**src/rtl/cla_seq_ctrl.sv**
```systemverilog
// Multi-cycle wide adder/subtractor: one CHUNK-bit carry-lookahead slice is reused
// for NCHUNK cycles, LSB chunk first, with the inter-slice carry held in a register.

module cla_slice #(
   parameter int N = 8
) (
   input  logic [N-1:0] a_i,
   input  logic [N-1:0] b_i,
   input  logic         c_i,
   output logic [N-1:0] s_o,
   output logic         c_o
);

   logic [N-1:0] g;
   logic [N-1:0] p;
   logic [N:0]   c;

   // Each carry is a flat sum-of-products of generate/propagate terms, not a ripple chain.
   function automatic logic [N:0] lookahead(input logic [N-1:0] gg,
                                            input logic [N-1:0] pp,
                                            input logic         ci);
      logic [N:0] cc;
      logic       run_p;
      cc    = '0;
      cc[0] = ci;
      for (int i = 0; i < N; i++) begin
         run_p = 1'b1;
         for (int j = i; j >= 0; j--) begin
            cc[i+1] = cc[i+1] | (gg[j] & run_p);
            run_p   = run_p & pp[j];
         end
         cc[i+1] = cc[i+1] | (run_p & ci);
      end
      return cc;
   endfunction

   assign g   = a_i & b_i;
   assign p   = a_i ^ b_i;
   assign c   = lookahead(g, p, c_i);
   assign s_o = p ^ c[N-1:0];
   assign c_o = c[N];

endmodule

module cla_seq_ctrl #(
   parameter  int CHUNK  = 8,
   parameter  int NCHUNK = 4,
   parameter  int IDXW   = 2,
   localparam int W      = CHUNK * NCHUNK
) (
   input  logic         clk,
   input  logic         rst_n,
   input  logic         start,
   input  logic         sub,
   input  logic         cin,
   input  logic [W-1:0] x,
   input  logic [W-1:0] y,
   output logic         busy,
   output logic         done,
   output logic [W-1:0] sum,
   output logic         cout,
   output logic         ovf
);

   typedef enum logic [1:0] {IDLE, RUN, DONE} state_t;

   state_t           state_q, state_d;
   logic [IDXW-1:0]  idx_q, idx_d;
   logic             carry_q, carry_d;
   logic [W-1:0]     xr_q, xr_d;
   logic [W-1:0]     yr_q, yr_d;
   logic [W-1:0]     sum_q, sum_d;
   logic             cout_q, cout_d;
   logic             ovf_q, ovf_d;

   logic [CHUNK-1:0] sl_a, sl_b, sl_s;
   logic             sl_co;
   logic             last;

   assign sl_a = xr_q[idx_q*CHUNK +: CHUNK];
   assign sl_b = yr_q[idx_q*CHUNK +: CHUNK];
   assign last = (idx_q == IDXW'(NCHUNK - 1));

   cla_slice #(.N(CHUNK)) u_slice (
      .a_i (sl_a),
      .b_i (sl_b),
      .c_i (carry_q),
      .s_o (sl_s),
      .c_o (sl_co)
   );

   always_comb begin
      state_d = state_q;
      idx_d   = idx_q;
      carry_d = carry_q;
      xr_d    = xr_q;
      yr_d    = yr_q;
      sum_d   = sum_q;
      cout_d  = cout_q;
      ovf_d   = ovf_q;
      case (state_q)
         IDLE: begin
            if (start) begin
               // Subtraction is x + ~y + 1, so the inversion and the +1 happen at latch time.
               xr_d    = x;
               yr_d    = sub ? ~y : y;
               carry_d = sub ? 1'b1 : cin;
               idx_d   = '0;
               state_d = RUN;
            end
         end
         RUN: begin
            sum_d[idx_q*CHUNK +: CHUNK] = sl_s;
            carry_d = sl_co;
            idx_d   = idx_q + 1'b1;
            if (last) begin
               cout_d  = sl_co;
               ovf_d   = sl_co ^ (xr_q[W-1] ^ yr_q[W-1] ^ sl_s[CHUNK-1]);
               idx_d   = '0;
               state_d = DONE;
            end
         end
         DONE: begin
            idx_d   = '0;
            state_d = IDLE;
         end
         default: begin
            idx_d   = '0;
            state_d = IDLE;
         end
      endcase
   end

   always_ff @(posedge clk or negedge rst_n) begin
      if (!rst_n) begin
         state_q <= IDLE;
         idx_q   <= '0;
         carry_q <= 1'b0;
         xr_q    <= '0;
         yr_q    <= '0;
         sum_q   <= '0;
         cout_q  <= 1'b0;
         ovf_q   <= 1'b0;
      end else begin
         state_q <= state_d;
         idx_q   <= idx_d;
         carry_q <= carry_d;
         xr_q    <= xr_d;
         yr_q    <= yr_d;
         sum_q   <= sum_d;
         cout_q  <= cout_d;
         ovf_q   <= ovf_d;
      end
   end

   assign busy = (state_q != IDLE);
   assign done = (state_q == DONE);
   assign sum  = sum_q;
   assign cout = cout_q;
   assign ovf  = ovf_q;

endmodule
```
**config.mk**
```make
export PLATFORM = sky130hd
export DESIGN_NAME = cla_seq_ctrl
export DESIGN_NICKNAME = d
export VERILOG_FILES = /design/src/rtl/cla_seq_ctrl.sv
export SDC_FILE = /design/constraint.sdc
export NUM_CORES = 1
export LEC_CHECK = 0
export ABC_AREA = 1
export CAP_MARGIN = 20
export CORE_UTILIZATION = 52
export DETAILED_ROUTE_END_ITERATION = 10
export PLACE_DENSITY_LB_ADDON = 0.1
export SLEW_MARGIN = 20
export SYNTH_ARGS = -nofsm -noshare
export SYNTH_HDL_FRONTEND = slang
export SYNTH_SLANG_ARGS = --single-unit
```
**constraint.sdc**
```tcl
create_clock -name clk -period 2.7 [get_ports clk]
set_input_delay 0.27 -clock clk [delete_from_list [all_inputs] [get_ports clk]]
set_output_delay 0.27 -clock clk [all_outputs]
set_load 0.01 [all_outputs]
```
After elaboration in Yosys (flattened, before gate mapping)
Index checks and enable logic that the tools add are counted.
{"block": "op_classes", "addsub": 2, "n_bitwise": 107, "eq_ne": 5, "shift": 4, "muxes": 11, "reduce_logical": 7}
{"op": "1-bit AND", "n": 64}
{"op": "32-bit by 6-bit variable part select with 8-bit output", "n": 2}
{"op": "1-bit OR", "n": 36}
{"op": "5-bit negation with 34-bit output", "n": 1}
{"op": "8-bit by 34-bit variable shift with 32-bit output (first input constant)", "n": 1}
{"op": "8-bit by 34-bit variable part select with 32-bit output", "n": 1}
{"op": "32-bit bitwise mux", "n": 1}
{"op": "32-bit two-way mux", "n": 1}
{"op": "32-bit NOT", "n": 1}
{"op": "8-bit XOR", "n": 2}
{"op": "8-bit AND", "n": 1}
{"op": "2-bit two-way mux", "n": 4}
{"op": "2-bit one-hot mux with 2 select lines", "n": 2}
{"op": "2-bit AND reduction", "n": 4}
{"op": "2-bit equality test (second input constant)", "n": 2}
{"op": "2-bit != test (second input constant)", "n": 2}
{"op": "2-bit nonzero test", "n": 2}
{"op": "1-bit XOR", "n": 3}
{"op": "2-bit by 1-bit adder with 2-bit output (second input constant)", "n": 1}
{"op": "2-bit by 1-bit equality test with 1-bit output (second input constant)", "n": 1}
{"op": "2-bit logical NOT", "n": 1}
{"op": "1-bit two-way mux", "n": 2}
{"op": "1-bit one-hot mux with 2 select lines", "n": 1}
{"block": "word_totals", "elab_cells": 144, "register_bits": 103, "output_inout_bits": 36, "input_bits": 69}

Longest topological paths before layout
{"block": "depth", "word_depth": 13, "mapped_depth": 18, "mapped_depth_nobuf": 16}

Modules after synthesis
A second synthesis with hierarchy kept.
{"block": "hier_totals", "cells_unflattened": 662, "area_unflattened_um2": 5283.8}
{"mod": "cla_seq_ctrl", "seq_area_each_um2": 2577.5, "instances": 1, "cells_each": 591, "area_each_um2": 4865.9}
{"mod": "cla_slice", "seq_area_each_um2": 0.0, "instances": 1, "cells_each": 71, "area_each_um2": 417.9}

Least setup slack after synthesis
OpenSTA, ideal clock, no wires.
{"block": "synth_timing", "kind": "register to register", "from": "register idx_q[0]", "to": "register sum_q[19] (netlist: sum[19])", "period_less_slack_ns": 2.491, "setup_ns": 0.121, "t_required_ns": 2.579, "arrival_time_ns": 2.370, "n_path_buf": 2, "stages_incl_launch_ff": 17, "path_slack_ns": 0.209, "cell_sequence": "dfrtp_1 > buf_2 > clkinv_1 > clkbuf_1 > o21ai_0 > o22ai_1 > ha_1 > nand2_2 > nand2_2 > inv_2 > nand2_2 > nand2_2 > nand2_2 > or2_1 > nand2_1 > nor2_2 > a22o_1"}
{"block": "synth_via", "elab_chain_len": 13, "elab_cells_between_ends": 86, "classes_between": "add/sub (1); shift (4); mux (1); bitwise (80)"}
{"item": "start, declared", "line_no": "68", "source": "logic [IDXW-1:0] idx_q, idx_d;"}
{"item": "start signal, assigned", "line_no": "146", "source": "idx_q <= idx_d;"}
{"item": "32-bit by 6-bit variable part select with 8-bit output, on equally long branches", "line_no": "80, 81"}
{"item": "8-bit AND / 8-bit XOR (equally long branches)", "line_no": "37, 38"}
{"item": "1-bit AND, on equally long branches", "line_no": "29, 30"}
{"item": "1-bit OR (tied with other cells) (5 in a row)", "line_no": "29", "source": "cc[i+1] = cc[i+1] | (gg[j] & run_p);"}
{"item": "1-bit OR / 1-bit AND (equally long branches)", "line_no": "29, 32"}
{"item": "1-bit OR", "line_no": "32", "source": "cc[i+1] = cc[i+1] | (run_p & ci);"}
{"item": "8-bit XOR", "line_no": "40", "source": "assign s_o = p ^ c[N-1:0];"}
{"item": "8-bit by 34-bit variable part select with 32-bit output", "line_no": "113", "source": "sum_d[idx_q*CHUNK +: CHUNK] = sl_s;"}
{"item": "32-bit bitwise mux (*)", "line_no": "113"}
{"item": "end signal, assigned", "line_no": "150", "source": "sum_q <= sum_d;"}
{"item": "end, declared", "line_no": "72", "source": "logic [W-1:0] sum_q, sum_d;"}
Mark *: on every way between the ends. The rest lies on a longest branch, timed or not.
A chain may end at the register's enable or synchronous reset.

Worst setup path after layout
{"block": "layout_timing", "from": "register idx_q[0]", "to": "register sum_q[28] (netlist: sum[28])"}
The elaborated chain is that of the path after synthesis.

==> flow_summary.json <==
{
  "ant_nets": 0,
  "wirelength_um": 12800,
  "timing.hold.worst.class": "in -> async",
  "first_pass_iters": 5,
  "clockBufferDepth": 2,
  "slew_violations": 0,
  "power_switching_w": 0.00456,
  "overflow": 0,
  "final_cells": 876,
  "area_growth_syn_to_layout_pct": 26.8,
  "drt_iter0_markers": 225,
  "avgRoutedWirePerCell_um": 14.6,
  "rsz0062_at_grt": "no",
  "final_cell_mix": "nand2_1 (194), dfrtp_1 (103), clkdlybuf4s50_1 (102), o21ai_0 (63), nor2_1 (49)",
  "dp.final_hpwl_um": 9780,
  "grt_pass1_wl_um": 21300,
  "p_comb_share_pct": 61.9,
  "finalPower_w": 0.00946,
  "io_buffer_count": 104,
  "critPathTopFamily": "simple AND/OR/NAND/NOR gates",
  "cp_slowest_cell": "ha_2",
  "root_buffer": "clkbuf_8",
  "avgSynthCellArea_um2": 8.42,
  "yosysTopAreaCellShare_pct": 47.9,
  "pwr-share-seq_pct": 28.0,
  "synth_seq_area_share_pct": 47.9,
  "p_int_w": 0.00490,
  "start_util_pct": 54.3,
  "cpPeakStageDelay_ps": 410,
  "grt_pass1_vias": 4351,
  "synth_area_um2": 5380,
  "p_sw_share_pct": 48.2,
  "post-cts-setup-buffer-count": 0,
  "h-tree-depth": 3,
  "grt_usage_pct": 25.0,
  "ys_types": 40,
  "nNetsFinal": 825,
  "grt_antenna_before_repair": 0,
  "syn_inst": 639,
  "cts_buffers": 9,
  "status": "completed",
  "powerDensity_nw_per_um2": 1390,
  "setup_viol": 0,
  "fmax_ghz": 0.398,
  "fp.dieW_um": 104,
  "num_io_pins": 105,
  "drive_above_1_share_pct": 10.2,
  "die_area_um2": 10800,
  "ys_ff_latch": 103,
  "cp-end-kind": "register",
  "path_class": "reg -> reg",
  "dp.cells": 861,
  "crit_top_cell": "nand2_2",
  "clock_power_share_pct": 10.1,
  "synth_ff_type": "dfrtp_1",
  "ir_drop_mv": 0.586,
  "power.leakage_nw": 3.12,
  "dieHeight_um": 104,
  "finalCritPeriodShare_pct": 93.0,
  "diodes": 0,
  "vias": 4526,
  "fin_crit_ps": 2510,
  "place.gp.congestion": 0.811,
  "rows": 36,
  "skew_ps": 11.6,
  "path_cells": "clkinv_1, buf_12, o21ai_0, o22ai_1, ha_2, nand2_2, nand2_2, inv_2, nand2_2, nand2_2, nand2_2, nand2_1, nand3b_1, nand4_1, o21ai_1",
  "cts_tree": "yes",
  "finalHoldViolCount": 0,
  "critPathBufInv": 3,
  "viasPerCell": 5.17,
  "synth_edf_count": 0,
  "async_flop_share_pct": 100,
  "drcViolationCount": 0,
  "ys_top_cells_by_area": "dfrtp_1 (48%), nand2_1 (14%), o21ai_0 (5.9%), xnor2_1 (5.2%), ha_1 (3.5%)",
  "grt_max_degree": 59,
  "ys_warn_count": 0,
  "relSlewSlack_pct": 42.3,
  "core-area_um2": 9910,
  "syn-num-nets": 724,
  "critPathLaunchType": "register",
  "final_common_cell": "nand2_1",
  "insertion_delay_ps": 380,
  "clock_sinks": 103,
  "clkSlewWorstSetupHoldPaths_ps": 90,
  "cp.arrival_ps": 2820,
  "cap_violations": 0,
  "yosysTopAreaCell": "dfrtp_1",
  "setup_tns_ps": 0,
  "cp.required_ps": 3010,
  "final_util_pct": 68.8,
  "tightest_slew_ps": 866,
  "path_max_fanout": 22
}
state kept, by name, summed over array words and instances (netlist names):
signal   flops
ovf          1
idx_q        2
state_q      2
cout         1
yr_q        32
sum         32
xr_q        32
carry_q      1
through the flow:
step | area [um2] | setup WS, ps | hold WS, ps
global route | 6820 | 3.24 | 331
global placement | 6570 | 236 | 173
floorplan | 5380 | 209 | -25.6
finish | 6820 | 188 | 313
CTS | 6770 | 163 | 311
detailed placement | 6570 | 197 | 179
power groups by stage:
| stage | Sequential [W] | Combinational, W | Clock (W) |
|---|---|---|---|
| global placement | 0.00265 | 0.00559 | 0 |
| finish | 0.00265 | 0.00586 | 0.000959 |
| floorplan | 0.00260 | 0.00397 | 0 |
| global route | 0.00271 | 0.00649 | 0.00104 |
| CTS | 0.00264 | 0.00569 | 0.000974 |
| detailed placement | 0.00266 | 0.00567 | 0 |
Yosys cell counts (2+ instances only):
library cell / number
nand2_1: 194
dfrtp_1: 103
o21ai_0: 63
nor2_1: 49
xnor2_1: 32
inv_1: 26
nand3_1: 22
o21ai_1: 21
ha_1: 15
clkbuf_1: 14
o22ai_1: 14
buf_2: 13
nand2_2: 11
inv_2: 8
nand4_1: 7
a22o_1: 6
a21oi_1: 5
buf_6: 4
nand3_2: 3
nor2_2: 3
nor2_4: 3
a32oi_1: 2
nand4_2: 2
o31ai_2: 2
xor2_1: 2
final timing paths:
check,slack [ps],end,cells past startpoint,from
max,190,sum[28]$_DFFE_PN0P_,15,idx_q[0]$_DFFE_PN0P_
max reg2reg,190,sum[28]$_DFFE_PN0P_,15,idx_q[0]$_DFFE_PN0P_
min in group clk,420,xr_q[8]$_DFFE_PN0P_,3,x[8]
min,310,sum[2]$_DFFE_PN0P_,2,rst_n
max in group asynchronous,1760,yr_q[30]$_DFFE_PN0P_,3,rst_n
min reg2reg,470,xr_q[10]$_DFFE_PN0P_,2,xr_q[10]$_DFFE_PN0P_
area by class of cell:
cell class	instances	area, um2
clock buffer	11	141
clock inverter	3	43.8
fill	830	3090
inverter	36	136
multi-input combinational	469	2550
sequential	103	2580
tap	133	166
timing repair buffer	121	1200
metal layers:
layer / wire length (um) / GRT usage [%] / share of wire (%) / vias up
met1: 5870 / 33.0 / 46 / 2115
met5: 0 / 0 / 0 / -
met2: 6170 / 42.6 / 48 / 119
met3: 564 / 3.52 / 4.4 / 15
li1: - / - / - / 2277
met4: 177 / 7.86 / 1.4 / 0
cell families after synthesis:
group / after synthesis / synth area share, %
buf+inv: 67 / 5.56
simple gates: 300 / 24.4
fa+ha+maj: 16 / 3.86
xor+xnor: 35 / 5.84
flops: 103 / 47.9
compound gates: 118 / 12.5
repair_timing:
action	in CTS	in global routing
resized for setup	0	10
hold buffers	1	0
hold endpoints to repair	20	0
setup endpoints to repair	0	18
Note: power is estimated with default switching activity, not from simulation.
